<file path="src/rtl/nec_ir_pkg.sv">
// nec_ir_pkg: FSM state encoding and NEC timing windows, in eighth-tick units (E).
package nec_ir_pkg;
  typedef enum logic [2:0] {
    S_IDLE, S_LEAD_MARK, S_LEAD_SPACE, S_BIT_MARK, S_BIT_SPACE, S_STOP, S_REPEAT
  } state_e;
  localparam logic [7:0] E_SAT          = 8'd255;
  localparam logic [7:0] LEAD_MARK_MIN  = 8'd112;
  localparam logic [7:0] LEAD_MARK_MAX  = 8'd144;
  localparam logic [7:0] LEAD_SPACE_MIN = 8'd56;
  localparam logic [7:0] LEAD_SPACE_MAX = 8'd72;
  localparam logic [7:0] REP_SPACE_MIN  = 8'd28;
  localparam logic [7:0] REP_SPACE_MAX  = 8'd36;
  localparam logic [7:0] BIT_MARK_MIN   = 8'd4;
  localparam logic [7:0] BIT_MARK_MAX   = 8'd12;
  localparam logic [7:0] BIT0_MIN       = 8'd4;
  localparam logic [7:0] BIT0_MAX       = 8'd12;
  localparam logic [7:0] BIT1_MIN       = 8'd18;
  localparam logic [7:0] BIT1_MAX       = 8'd30;
  function automatic logic in_win(input logic [7:0] d, input logic [7:0] lo, input logic [7:0] hi);
    return (d >= lo) && (d <= hi);
  endfunction
endpackage

</file>
<file path="src/rtl/nec_ir_sync.sv">
// nec_ir_sync: 2-flop synchronizer for the IR pin, polarity normalised so 1 = burst,
// with single-cycle burst start (rise_o) and burst end (fall_o) pulses.
module nec_ir_sync #(
  parameter logic IR_ACTIVE_LOW = 1'b1
) (
  input  logic clk,
  input  logic rst_n,
  input  logic ir_i,
  output logic rise_o,
  output logic fall_o
);
  localparam logic IDLE_LVL = IR_ACTIVE_LOW;
  logic s1_q, s2_q, prev_q, burst;
  assign burst  = s2_q ^ IR_ACTIVE_LOW;
  assign rise_o = burst & ~prev_q;
  assign fall_o = ~burst & prev_q;
  // Synchronizer chain plus previous-burst flop for edge detection; resets to the idle line level.
  always_ff @(posedge clk) begin
    if (!rst_n) begin
      s1_q   <= IDLE_LVL;
      s2_q   <= IDLE_LVL;
      prev_q <= 1'b0;
    end else begin
      s1_q   <= ir_i;
      s2_q   <= s1_q;
      prev_q <= burst;
    end
  end
endmodule

</file>
<file path="src/rtl/nec_ir_receiver.sv">
// nec_ir_receiver: NEC IR frame decoder (leader, 32 bits LSB first, stop burst) with checksum.
// Optional NEC_REPEAT_EN: decode NEC repeat frames into a repeat_code pulse.
module nec_ir_receiver
  import nec_ir_pkg::*;
#(
  parameter int unsigned TICK_CLKS     = 22500,
  parameter logic        IR_ACTIVE_LOW = 1'b1
) (
  input  logic       clk,
  input  logic       rst_n,
  input  logic       enable,
  input  logic       ir_in,
  output logic       frame_valid,
  output logic       frame_error,
  output logic       repeat_code,
  output logic [7:0] addr,
  output logic [7:0] cmd
);
`ifdef NEC_REPEAT_EN
  localparam logic REPEAT_EN = 1'b1;
`else
  localparam logic REPEAT_EN = 1'b0;
`endif
  localparam int unsigned PRE = TICK_CLKS / 8;
  localparam int          PW  = (PRE > 1) ? $clog2(PRE) : 1;

  logic          rise, fall, any_edge, tick, sat, sum_ok;
  logic [PW-1:0] pre_q, pre_d;
  logic [7:0]    dur_q, dur_d;
  state_e        state_q;
  logic [31:0]   sr_q;
  logic [4:0]    cnt_q;
  logic          pend_q, valid_q, err_q, rep_q;
  logic [7:0]    addr_q, cmd_q;

  nec_ir_sync #(.IR_ACTIVE_LOW(IR_ACTIVE_LOW)) u_sync (
    .clk   (clk),
    .rst_n (rst_n),
    .ir_i  (ir_in),
    .rise_o(rise),
    .fall_o(fall)
  );

  assign any_edge = rise | fall;
  assign tick     = pre_q == PW'(PRE - 1);
  assign sat      = dur_q == E_SAT;
  assign sum_ok   = (sr_q[15:8] == ~sr_q[7:0]) && (sr_q[31:24] == ~sr_q[23:16]);

  // Next prescaler/duration: the edge cycle is the first clk of the new interval, so dur = clks / PRE.
  always_comb begin
    pre_d = any_edge ? PW'(1) : tick ? '0 : pre_q + 1'b1;
    dur_d = any_edge ? '0 : (tick && !sat) ? dur_q + 8'd1 : dur_q;
  end

  // Prescaler and saturating duration counter registers.
  always_ff @(posedge clk) begin
    if (!rst_n) begin
      pre_q <= '0;
      dur_q <= '0;
    end else begin
      pre_q <= pre_d;
      dur_q <= dur_d;
    end
  end

  // Frame FSM: each interval is judged on the edge that ends it; any bad interval aborts to IDLE.
  always_ff @(posedge clk) begin
    if (!rst_n) begin
      state_q <= S_IDLE;
      sr_q    <= '0;
      cnt_q   <= '0;
      pend_q  <= 1'b0;
      valid_q <= 1'b0;
      err_q   <= 1'b0;
      rep_q   <= 1'b0;
      addr_q  <= '0;
      cmd_q   <= '0;
    end else begin
      valid_q <= 1'b0;
      err_q   <= 1'b0;
      rep_q   <= 1'b0;
      if (!enable) begin
        state_q <= S_IDLE;
        pend_q  <= 1'b0;
      end else begin
        case (state_q)
          S_IDLE: if (rise) state_q <= S_LEAD_MARK;
          S_LEAD_MARK:
            if (fall && in_win(dur_q, LEAD_MARK_MIN, LEAD_MARK_MAX)) state_q <= S_LEAD_SPACE;
            else if (fall || sat) begin
              err_q   <= 1'b1;
              state_q <= S_IDLE;
            end
          S_LEAD_SPACE:
            if (rise && in_win(dur_q, LEAD_SPACE_MIN, LEAD_SPACE_MAX)) begin
              state_q <= S_BIT_MARK;
              cnt_q   <= '0;
            end else if (REPEAT_EN && rise && in_win(dur_q, REP_SPACE_MIN, REP_SPACE_MAX)) state_q <= S_REPEAT;
            else if (rise || sat) begin
              err_q   <= 1'b1;
              state_q <= S_IDLE;
            end
          S_BIT_MARK:
            if (fall && in_win(dur_q, BIT_MARK_MIN, BIT_MARK_MAX)) state_q <= S_BIT_SPACE;
            else if (fall || sat) begin
              err_q   <= 1'b1;
              state_q <= S_IDLE;
            end
          S_BIT_SPACE:
            if (rise && (in_win(dur_q, BIT0_MIN, BIT0_MAX) || in_win(dur_q, BIT1_MIN, BIT1_MAX))) begin
              sr_q    <= {in_win(dur_q, BIT1_MIN, BIT1_MAX), sr_q[31:1]};
              cnt_q   <= cnt_q + 5'd1;
              pend_q  <= cnt_q == 5'd31;
              state_q <= (cnt_q == 5'd31) ? S_STOP : S_BIT_MARK;
            end else if (rise || sat) begin
              err_q   <= 1'b1;
              state_q <= S_IDLE;
            end
          S_STOP:
            if (pend_q) begin
              pend_q  <= 1'b0;
              valid_q <= sum_ok;
              err_q   <= ~sum_ok;
              addr_q  <= sum_ok ? sr_q[7:0] : addr_q;
              cmd_q   <= sum_ok ? sr_q[23:16] : cmd_q;
            end else if (fall) state_q <= S_IDLE;
            else if (sat) begin
              err_q   <= 1'b1;
              state_q <= S_IDLE;
            end
          S_REPEAT:
            if (fall && in_win(dur_q, BIT_MARK_MIN, BIT_MARK_MAX)) begin
              rep_q   <= 1'b1;
              state_q <= S_IDLE;
            end else if (fall || sat) begin
              err_q   <= 1'b1;
              state_q <= S_IDLE;
            end
          default: state_q <= S_IDLE;
        endcase
      end
    end
  end

  assign frame_valid = valid_q;
  assign frame_error = err_q;
  assign repeat_code = rep_q & REPEAT_EN;
  assign addr        = addr_q;
  assign cmd         = cmd_q;
endmodule

</file>
<file path="config.mk">
export PLATFORM = sky130hd
export DESIGN_NAME = nec_ir_receiver
export DESIGN_NICKNAME = d
export VERILOG_FILES = /design/src/rtl/nec_ir_pkg.sv /design/src/rtl/nec_ir_sync.sv /design/src/rtl/nec_ir_receiver.sv
export SDC_FILE = /design/constraint.sdc
export NUM_CORES = 1
export LEC_CHECK = 0
export BUFFER_PORTS_ARGS = -buffer_cell sky130_fd_sc_hd__buf_4
export CAP_MARGIN = 25
export CORE_MARGIN = 2
export CORE_UTILIZATION = 38
export DETAILED_ROUTE_END_ITERATION = 12
export REMOVE_ABC_BUFFERS = 1
export SYNTH_ARGS = -nofsm -noshare
export SYNTH_HDL_FRONTEND = slang
export SYNTH_SLANG_ARGS = --single-unit
</file>
<file path="constraint.sdc">
create_clock -name clk -period 1.72 [get_ports clk]
set_input_delay 0.172 -clock clk [delete_from_list [all_inputs] [get_ports clk]]
set_output_delay 0.172 -clock clk [all_outputs]
set_load 0.05 [all_outputs]
</file>
==> metrics.md, run 1 <==
| Metric | Value |
|---|---|
| Total GRT Usage | ~17% |
| Final GP Congestion | about 0.80 |
| Pre-CTS setup slack | -262.3 ps |
| Setup CP Type | reg -> reg |
| Post-DRT Antenna Nets | 0 |
| Core Rows | 36 |
| Slew Limit Fails | 0 |
| Final Hold Fails | 0 |
| Setup TNS | -5668 ps |
| Multi-input logic area | 2188 sq um |
| Top post-synthesis cells by area | dfxtp_1 (44%), mux2i_1 (14%), nor2_1 (7.8%), xor2_1 (4.2%), xnor2_1 (3.1%) |
| Clock Path Buffers | 2 |
| Total Wirelength | 8675 um |
| Share of the synthesized area in the top cell type | ~44% |
| Final Cell Area | about 5200 sq um |
| Starting Density | 38.49% |
| Port-buffer cells | 21 |
| Finished Layout Cells | ~640 |
| Combinational share of power | around 3.2% |
| Critical Path AT | 2170 ps |
| # setup viols final | 54 |
| Initial drt markers | ~110 |
| Synth Area in XOR/XNOR | between 7 and 8% |
| Post-synth top cells | dfxtp_1 (82), nor2_1 (77), mux2i_1 (51) |
| Ratio of cells with drive above 1 in the final layout | between 30 and 40% |
| Crit path max fanout | 12 |
| Area delta synth->final | 40.98% |
| DP Wirelength | 5458 um |
| Mean Syn Cell Area | between 9 and 10 sq um |
| Largest net degree at the start of global routing | 43 |
| Clk pwr share | a little over two fifths |
| CTS Sinks | a little over 80 |
| First-pass GRT wire length | ~14000 um |
| Vias in the first global route | 2938 |
| H-tree Lvls | 3 |
| Ports | 23 |
| Sw Ratio | approximately a quarter |
| Post-synth cell types | 56 |
| FF+latch area | between 1500 and 2000 sq um |
| Worst-path clk slew | ~90 ps |
| Number of flops mapped to enable cells by yosys | 0 |
| Initial antenna violation count | 0 |
| DIE WIDTH | 102.8 um |
| Fin crit share | 112.2% |
| Via Count | between 3000 and 4000 |
| Power density cells | roughly 660 nW/um^2 |
| Lkg Pwr | 2.173 nW |
| Failing checks | negative setup slack |
| Multiplexer share of the synthesized area | 13.76% |
| TritonCTS clock tree | done |
| Layout net count | a little over 500 |
| Setup ws final | -209.3 ps |
| Util after Layout | 54.26% |
| Full die area | 10570 sq um |
| Crit start category | register |
| Sequential Power Share | 54.9% |
| Min Clock Period, post-route | 1929 ps |
| Worst hold path class | in -> reg |
| Synth Area in Adders | 2.361% |
| Synth Register Bits | a little over 80 |
| Pre-antenna DRT Iters | 4 |
| Core Region | between 9000 and 10000 sq um |
| Mapped Cells | 400 |
| Worst EP required | ~2000 ps |
| Inst Count DP | 609 |
| Top cell type by total area after synthesis | dfxtp_1 |
| Max-Cap Viols | 0 |
| Synth Flop Type | dfxtp_1 |
| Final hold slack | slightly above 100 ps |
| N_diodes | 0 |
| Max Clk Rate | 518.3 MHz |
| WL/cell | ~13 um |
| DRC | 0 |
| Clock Latency Late Sink | 360 ps |
| FFs w/ async S/R, synth | 0% |
| CTS Buf Count | 9 |
| Area post-placement | 4514 sq um |
| Clk_skew | 10.59 ps |
| Post-Syn Area | roughly 3700 sq um |
| Vias per Instance | between 4 and 5 |
| Compound-Gate Fraction of Synth Area | 6.037% |
| Sequential fraction of the synthesis area | 44.25% |
| Die H | a little over 100 um |
| Outcome | finished, violations left |
| Pwr Total | ~3.5 mW |
| Remaining global-route overflow | 0 |
| Largest family of logic cells by synthesized area | simple AND/OR/NAND/NOR gates |
| Int Power | 2.629 mW |
| Synth Warn # | 0 |
| Simple-gate portion of the synthesized area | 21.92% |
| Worst setup EP type | register |
| RSZ-0062 raised after global routing | true |
| Fill cell count | approximately 870 |
| Most frequent cell after synthesis | dfxtp_1 |
| Peak supply drop | 370.0 uV |
| CTS Root Buffer Type | clkbuf_8 |
| P_sw | roughly 840 uW |
[worst paths after layout]
check | start | endpoint | slack [ps] | cells after the start
worst max-delay path | sr_q[11] | addr[6] | -210 | 7
worst min register to register | u_sync.s1_q | u_sync.s2_q | 410 | 1
worst min-delay path | rst_n | u_sync.s2_q | 100 | 2
worst max register to register | sr_q[11] | addr[6] | -210 | 7
[flip-flops by register name, summed over array words and instances, names as in the netlist]
signal and count:
sr_q 32, pre_q 12, addr 8, cmd 8, dur_q 8, cnt_q 5
state_q 3, frame_error 1, frame_valid 1, pend_q 1, u_sync.prev_q 1, u_sync.s1_q 1
u_sync.s2_q 1
[critical path, stage by stage, from the launching register on]
cell,delay (ps)
dfxtp_2,350
xnor2_2,140
nor4_2,260
nand2_1,140
or4b_4,530
buf_12,170
mux2i_1,150
nor2_1,60
[power by group through the flow]
stage          registers (mW)  clock network, mW  logic, mW
5_1_grt                  1.91               1.57      0.126
3_5_place_dp             1.95                  0      0.103
6_report                 1.91               1.45      0.113
4_1_cts                  1.91               1.49      0.108
3_3_place_gp             1.95                  0      0.101
2_1_floorplan            1.96                  0     0.0519
[layout by cell type, fill, tap and decap left out, types with 2 or more instances in the layout]
cell and count:
a21oi_1 5, a31oi_1 3, and3_1 3, and3_4 3, and4_1 3, buf_12 3
buf_4 102, buf_6 8, clkbuf_8 9, clkinvlp_4 2, dfxtp_1 71, dfxtp_2 6
dfxtp_4 5, ha_1 3, ha_4 3, inv_1 7, inv_2 2, mux2i_1 50
nand2_1 21, nand2b_1 3, nand3_1 11, nand3_2 3, nand4_1 8, nand4b_1 2
nor2_1 74, nor2_4 3, nor2b_1 3, nor3_4 2, nor3b_2 2, nor4_1 3
o211ai_1 3, o21a_1 2, o21ai_0 3, o21ai_1 2, or3_1 2, xnor2_1 10
xnor2_2 3, xor2_1 18
[timing repair]
action / 4_1_cts / 5_1_grt
hold buffers: 1 / 0
hold endpoints to repair: 1 / 0
pin swaps: 27 / 15
setup buffers: 14 / 6
resized for setup: 61 / 29
gates cloned: 2 / 0
endpoints found under the setup margin: 77 / 74
[cell type report]
class / instances / share of cell area (%)
multi-input combinational: 287 / 41.84
sequential: 82 / 31.89
timing repair buffer: 116 / 18.52
tap: 133 / 3.182
clock buffer: 10 / 2.440
clock inverter: 6 / 1.411
inverter: 10 / 0.7177
[cells by family (layout without fill, tap and decap cells)]
logic type,Yosys count,in the layout
muxes,51,51
DFF,82,82
adders and majority gates,7,7
buffers and inverters,31,142
and+or+nand+nor,165,165
xor gates and xnor gates,31,31
AOI/OAI and AO/OA,32,32
other,1,1
[routing by layer]
metal	part of all wire (%)	GRT usage, %	vias up
met3	4.0	3.458	16
met1	48	22.39	1511
met4	2.2	6.883	0
met5	0	0	-
met2	46	26.29	60
li1	-	-	1599
Note: power is estimated with default switching activity, not from simulation.
==> run 2: changes to the inputs <==
--- a/config.mk
+++ b/config.mk
@@ -10,7 +10,9 @@
 export CORE_MARGIN = 2
 export CORE_UTILIZATION = 38
 export DETAILED_ROUTE_END_ITERATION = 12
+export MAX_ROUTING_LAYER = met4
 export REMOVE_ABC_BUFFERS = 1
 export SYNTH_ARGS = -nofsm -noshare
 export SYNTH_HDL_FRONTEND = slang
 export SYNTH_SLANG_ARGS = --single-unit
+export TNS_END_PERCENT = 5
==> run 2 against run 1 <==
Compared with the run above: the flow still finishes with violations (negative setup slack); clock power about the same; via count down 3.5%; routed wire length down 7.2%; core utilization down 3.0 points; total power down 0.27%; flip-flop and latch count unchanged; maximum frequency up 0.25%; non-clock buffer count down 15; largest cell class unchanged.
==> metrics.md, run 2 (synthesis results as in run 1) <==
| Metric | Value |
|---|---|
| Outcome | finished, violations left |
| Failing checks | negative setup slack |
| RSZ-0062 raised after global routing | true |
| Combinational share of power | 3.3% (about the same) |
| Clock Latency Late Sink | 360 ps (about the same) |
| Remaining global-route overflow | 0 (unchanged) |
| Vias per Instance | 4.889 (-1.2%) |
| Vias in the first global route | 2836 (-3.5%) |
| Int Power | 2.634 mW (+0.18%) |
| Worst hold path class | in -> reg |
| N_diodes | 0 (unchanged) |
| Worst path cell trace | xnor2_2 -> nor4_2 -> nand2_1 -> or4b_4 -> buf_12 -> mux2i_1 -> nor2_1 |
| Peak supply drop | 368.8 uV (-0.32%) |
| WL/cell | 12.80 um (-5.0%) |
| Ratio of cells with drive above 1 in the final layout | 30.65% (-5.8 points) |
| Final Hold Fails | 0 (unchanged) |
| Max Clk Rate | 519.6 MHz (+0.25%) |
| Area delta synth->final | 33.19% |
| Max-Cap Viols | 0 (unchanged) |
| Critical Path AT | 2160 ps (about the same) |
| Initial drt markers | 106 (-2.8%) |
| Crit path max fanout | 12 (unchanged) |
| Largest net degree at the start of global routing | 43 (unchanged) |
| Biggest regs | sr_q: 32 flops, pre_q: 12 flops |
| Worst setup EP type | register |
| Worst EP required | 1950 ps (about the same) |
| Worst R2R End | addr[6] |
| Core Rows | 36 (unchanged) |
| First-pass GRT wire length | 13150 um (-4.5%) |
| Worst reg2reg setup slack | -200 ps (about the same) |
| Total GRT Usage | 16.36% (-0.34 points) |
| Setup TNS | -6341 ps (-672.8 ps) |
| DIE WIDTH | 102.8 um (unchanged) |
| Via Count | 3075 (-3.5%) |
| Min-delay src | enable |
| P_sw | 825.7 uW (-1.7%) |
| Sequential Power Share | 55.2% (+0.3 points) |
| Max FFs per register | 32 (unchanged) |
| Crit start category | register |
| Slew Limit Fails | 0 (unchanged) |
| CP top delay family | simple AND/OR/NAND/NOR gates |
| Total Wirelength | 8053 um (-7.2%) |
| Pwr Total | 3.460 mW (-0.27%) |
| Crit path launch | sr_q[11] |
| Clk pwr share | 41.6% (-0.2 points) |
| Setup ws final | -204.5 ps (+4.746 ps) |
| Reg-to-reg startpoint | sr_q[11] |
| # setup viols final | 54 (unchanged) |
| CTS Sinks | 82 (unchanged) |
| Power density cells | 700.3 nW/um^2 (+5.6%) |
| Final hold slack | 107.0 ps (+3.803 ps) |
| Setup CP Type | reg -> reg |
| Fill cell count | 914 (+5.5%) |
| Core Region | 9639 sq um (unchanged) |
| Commonest non-fill, non-tap cells in the layout | buf_4 (92), nor2_1 (74), dfxtp_1 (74), mux2i_1 (51), nand2_1 (22) |
| Final GP Congestion | 0.8102 (+1.4%) |
| Ports | 23 (unchanged) |
| Full die area | 10570 sq um (unchanged) |
| FF-to-FF path depth | 7 (unchanged) |
| CP bufs+invs | 1 (unchanged) |
| Pre-antenna DRT Iters | 4 (unchanged) |
| Initial antenna violation count | 0 (unchanged) |
| Clk_skew | 11.28 ps (+0.6893 ps) |
| Port-buffer cells | 21 (unchanged) |
| TritonCTS clock tree | done |
| Sw Ratio | 23.86% (-0.35 points) |
| CTS Buf Count | 9 (unchanged) |
| H-tree Lvls | 3 (unchanged) |
| Min Clock Period, post-route | 1925 ps (-4.746 ps) |
| Worst path depth | 7 (unchanged) |
| CTS Root Buffer Type | clkbuf_8 |
| Worst-path clk slew | 90 ps (about the same) |
| Slowest cell delay on critical path | 530 ps (about the same) |
| Post-DRT Antenna Nets | 0 (unchanged) |
| Die H | 102.8 um (unchanged) |
| Layout net count | 502 (-2.9%) |
| Crit path to | addr[6] |
| Clock Path Buffers | 2 (unchanged) |
| DP Wirelength | 5458 um (unchanged) |
| Starting Density | 38.49% (unchanged) |
| CP max-delay cell | or4b_4 |
| Fin crit share | 111.9% (-0.28 points) |
| Commonest non-fill, non-tap cell in the layout | buf_4 |
| Lkg Pwr | 2.078 nW (-4.4%) |
| DRC | 0 (unchanged) |
| Reg with most FFs | sr_q |
[run 2: changes by cell type in the layout (fill, tap and decap cells not counted), sizes merged]
cell / before / now
buf: 115 / 100
[run 2: what timing repair did]
item                                   in CTS  in global routing
setup endpoints to repair                  77                 76
hold buffers                                1                  0
pin swaps                                   7                 12
buffers inserted                            0                  3
gates resized for setup                    28                 23
endpoints found under the hold margin       1                  0
[run 2: stage by stage]
stage	setup WS [ps]	instances	utilization, %	area, sq um
finish	-204.5	629	51.26	4941
CTS	-186.6	626	50.00	4820
detailed placement	-262.3	609	46.83	4514
global route	-282.2	629	51.26	4941
global placement	-232.1	609	46.83	4514
floorplan	-973.2	379	-	3590
[run 2: how the worst min path moves through the flow]
stage,endpoint,slack [ps],cells after the start
after floorplan,u_sync.s1_q,250,1
after global placement,u_sync.s1_q,370,2
after detailed placement,u_sync.s1_q,370,2
after CTS,frame_valid,90,3
after global routing,u_sync.s2_q,100,2
final,frame_valid,110,3
[run 2: layout make-up]
cell class	count	area [sq um]	share of cell area, %
multi-input cells	287	2064	41.78
flip-flops and latches	82	1654	33.48
repair buffers	101	817.0	16.54
well taps	133	166.4	3.368
clock buffers	10	127.6	2.583
clock inverters	6	73.82	1.494
inverters	10	37.54	0.7597
[run 2: power by group through the flow]
| stage | sequential, mW | combinational (mW) | clock, mW |
|---|---|---|---|
| 2_1_floorplan | 1.96 | 0.0519 | 0 |
| 3_3_place_gp | 1.95 | 0.101 | 0 |
| 3_5_place_dp | 1.95 | 0.103 | 0 |
| 4_1_cts | 1.91 | 0.107 | 1.49 |
| 5_1_grt | 1.91 | 0.126 | 1.57 |
| 6_report | 1.91 | 0.113 | 1.44 |
[run 2: metal layers]
metal  wire length [um]  part of all wire [%]  GRT usage (%)  vias up
li1                   -                     -              -     1574
met1               4060                    50          22.06     1437
met2               3586                    45          23.88       50
met3                254                   3.2          3.458       14
met4                151                   1.9          6.680        0
met5                  0                     0              -        -
[run 2: tightest hold or removal path: stages]
cell	delay [ps]
buf_4	130
nand2_1	80
nor3_1	50
==> run 3: changes to the inputs <==
==> constraint.sdc (replaced) <==
create_clock -name clk -period 1.6 [get_ports clk]
set_input_delay 0.16 -clock clk [delete_from_list [all_inputs] [get_ports clk]]
set_output_delay 0.16 -clock clk [all_outputs]
set_load 0.05 [all_outputs]
==> run 3 against run 2 <==
Compared with the run above: the run still ends with negative setup slack left; register-to-register slack lost 120 ps; hold slack lost 12 ps; maximum frequency grew 0.10%; die area is the same; clock skew shrank 4.0 ps; non-clock buffer count grew 13; design area grew 3.2%; global-route usage shrank 0.25 points; critical path depth grew 4; core utilization grew 1.6 points; worst setup slack lost 120 ps; routed wire length grew 2.2%; largest power group unchanged.
==> metrics.md, run 3 (synthesis results as in run 1) <==
| Metric | Value |
|---|---|
| Max-Cap Viols | 0 (unchanged) |
| Reg with most FFs | sr_q |
| Biggest regs | sr_q: 32 flops, pre_q: 12 flops |
| Failing checks | negative setup slack |
| Clock Path Buffers | 2 (unchanged) |
| Largest net degree at the start of global routing | 40 (-7.0%) |
| DIE WIDTH | 102.8 um (unchanged) |
| Setup CP Type | reg -> reg |
| Core Rows | 36 (unchanged) |
| Setup TNS | -16510 ps (-10170 ps) |
| Final GP Congestion | 0.7968 (-1.7%) |
| First-pass GRT wire length | 12990 um (-1.3%) |
| Remaining global-route overflow | 0 (unchanged) |
| Total Wirelength | 8232 um (+2.2%) |
| Lkg Pwr | 2.152 nW (+3.6%) |
| Worst Tran Pin Value | 501.8 ps |
| Final Hold Fails | 0 (unchanged) |
| CTS Root Buffer Type | clkbuf_8 |
| Max FFs per register | 32 (unchanged) |
| Commonest non-fill, non-tap cell in the layout | buf_4 |
| CTS Buf Count | 9 (unchanged) |
| Layout net count | 515 (+2.6%) |
| Fin crit share | 120.2% (+8.3 points) |
| CP max-delay cell | dfxtp_2 |
| Worst hold path class | in -> reg |
| Peak supply drop | 298.4 uV (-19%) |
| Worst-path clk slew | 80 ps (about the same) |
| WL/cell | 12.82 um (+0.15%) |
| Worst reg2reg setup slack | -320 ps (-120 ps) |
| Slew headroom | 66.24% |
| Initial drt markers | 133 (+25%) |
| Port-buffer cells | 21 (unchanged) |
| Initial antenna violation count | 0 (unchanged) |
| Worst path cell trace | buf_6 -> buf_6 -> nand4_1 -> and4b_2 -> o211ai_1 -> buf_4 -> nor2_4 -> buf_12 -> buf_8 -> mux2i_1 -> nor2_1 |
| Pwr Total | 3.550 mW (+2.6%) |
| Crit start category | register |
| Crit path top cell by count | buf_6 |
| Full die area | 10570 sq um (unchanged) |
| Clk_skew | 7.260 ps (-4.022 ps) |
| Final hold slack | 94.57 ps (-12.40 ps) |
| Worst EP required | 1830 ps (-120 ps) |
| Ratio of cells with drive above 1 in the final layout | 33.01% (+2.4 points) |
| Via Count | 3129 (+1.8%) |
| Setup ws final | -322.6 ps (-118.1 ps) |
| Slowest cell delay on critical path | 330 ps (-200 ps) |
| Die H | 102.8 um (unchanged) |
| N_diodes | 0 (unchanged) |
| Commonest non-fill, non-tap cells in the layout | buf_4 (101), nor2_1 (75), dfxtp_1 (74), mux2i_1 (50), nand2_1 (21) |
| Critical Path AT | 2160 ps (about the same) |
| DP Wirelength | 5582 um (+2.3%) |
| Slew Limit Fails | 0 (unchanged) |
| Min Clock Period, post-route | 1923 ps (-1.946 ps) |
| # setup viols final | 65 (+20%) |
| Vias per Instance | 4.874 (-0.30%) |
| H-tree Lvls | 3 (unchanged) |
| Outcome | finished, violations left |
| RSZ-0062 raised after global routing | true |
| Clock Latency Late Sink | 360 ps (about the same) |
| Core Region | 9639 sq um (unchanged) |
| Total GRT Usage | 16.11% (-0.25 points) |
| Power density cells | 696.4 nW/um^2 (-0.55%) |
| DRC | 0 (unchanged) |
| Area delta synth->final | 37.40% |
| Worst setup EP type | register |
| Starting Density | 38.49% (unchanged) |
| Crit path max fanout | 7 (-5) |
| Vias in the first global route | 2766 (-2.5%) |
| Ports | 23 (unchanged) |
| Pre-antenna DRT Iters | 4 (unchanged) |
| Max Clk Rate | 520.1 MHz (+0.10%) |
| Post-DRT Antenna Nets | 0 (unchanged) |
| CTS Sinks | 82 (unchanged) |
| TritonCTS clock tree | done |
==> run 3: cell count changes in the layout (fill, tap and decap cells not counted), moves of 2 or more <==
cell and change:
buf_4 +9, clkbuf_1 +2, clkbuf_16 +2, nand2_4 +2
==> run 3: area by class of cell <==
cell class	count	area [sq um]
clock inverters	3	23.77
inverters	10	37.54
flip-flops and latches	82	1652
fillers	898	4542
clock buffers	13	148.9
repair buffers	114	969.7
well taps	133	166.4
multi-input cells	287	2100
==> run 3: report_power, final <==
| part | switching [mW] | leakage [nW] | internal (mW) | total, mW |
|---|---|---|---|---|
| Clock | 0.750 | 0.0803 | 0.614 | 1.36 |
| Sequential | 0.00824 | 0.665 | 2.05 | 2.06 |
| Combinational | 0.0771 | 1.41 | 0.0508 | 0.128 |
| Total | 0.835 | 2.15 | 2.71 | 3.55 |
==> run 3: stage by stage <==
step	util (%)	cells	cell area, sq um	worst slack, ps
after floorplan	-	379	3590	-1093
after global placement	47.30	615	4559	-380.8
after detailed placement	47.30	615	4559	-408.6
after CTS	50.12	632	4831	-321.9
after global routing	52.88	642	5097	-427.8
final	52.88	642	5097	-322.6
==> run 3: final timing paths <==
| path | to | from | cells after the start |
|---|---|---|---|
| worst min-delay path | u_sync.s2_q | rst_n | 2 |
| worst min register to register | u_sync.s2_q | u_sync.s1_q | 1 |
| worst max register to register | sr_q[0] | dur_q[0] | 11 |
| worst max-delay path | sr_q[0] | dur_q[0] | 11 |
==> run 3: repair_timing <==
item                       in CTS  in global routing
resized for setup              26                 31
hold endpoints to repair        1                  0
hold buffers                    1                  0
cloned                          0                  3
setup endpoints to repair      78                 77
setup buffers                   0                  8
pin swaps                      10                 14
==> run 3: critical path: cells and delay by family, from the launching register on <==
| family | cells | cell delay [ps] |
|---|---|---|
| simple gates | 4 | 520 |
| buf+inv | 5 | 650 |
| mux | 1 | 200 |
| compound gates | 1 | 110 |
| flops | 1 | 330 |
==> run 3: routing by layer <==
layer | wire length [um] | up-vias | share of wire (%) | GRT usage [%]
li1 | - | 1591 | - | -
met1 | 4086 | 1473 | 50 | 22.21
met2 | 3705 | 52 | 45 | 23.28
met3 | 264 | 13 | 3.2 | 2.441
met4 | 175 | 0 | 2.1 | 7.287
met5 | 0 | - | 0 | -
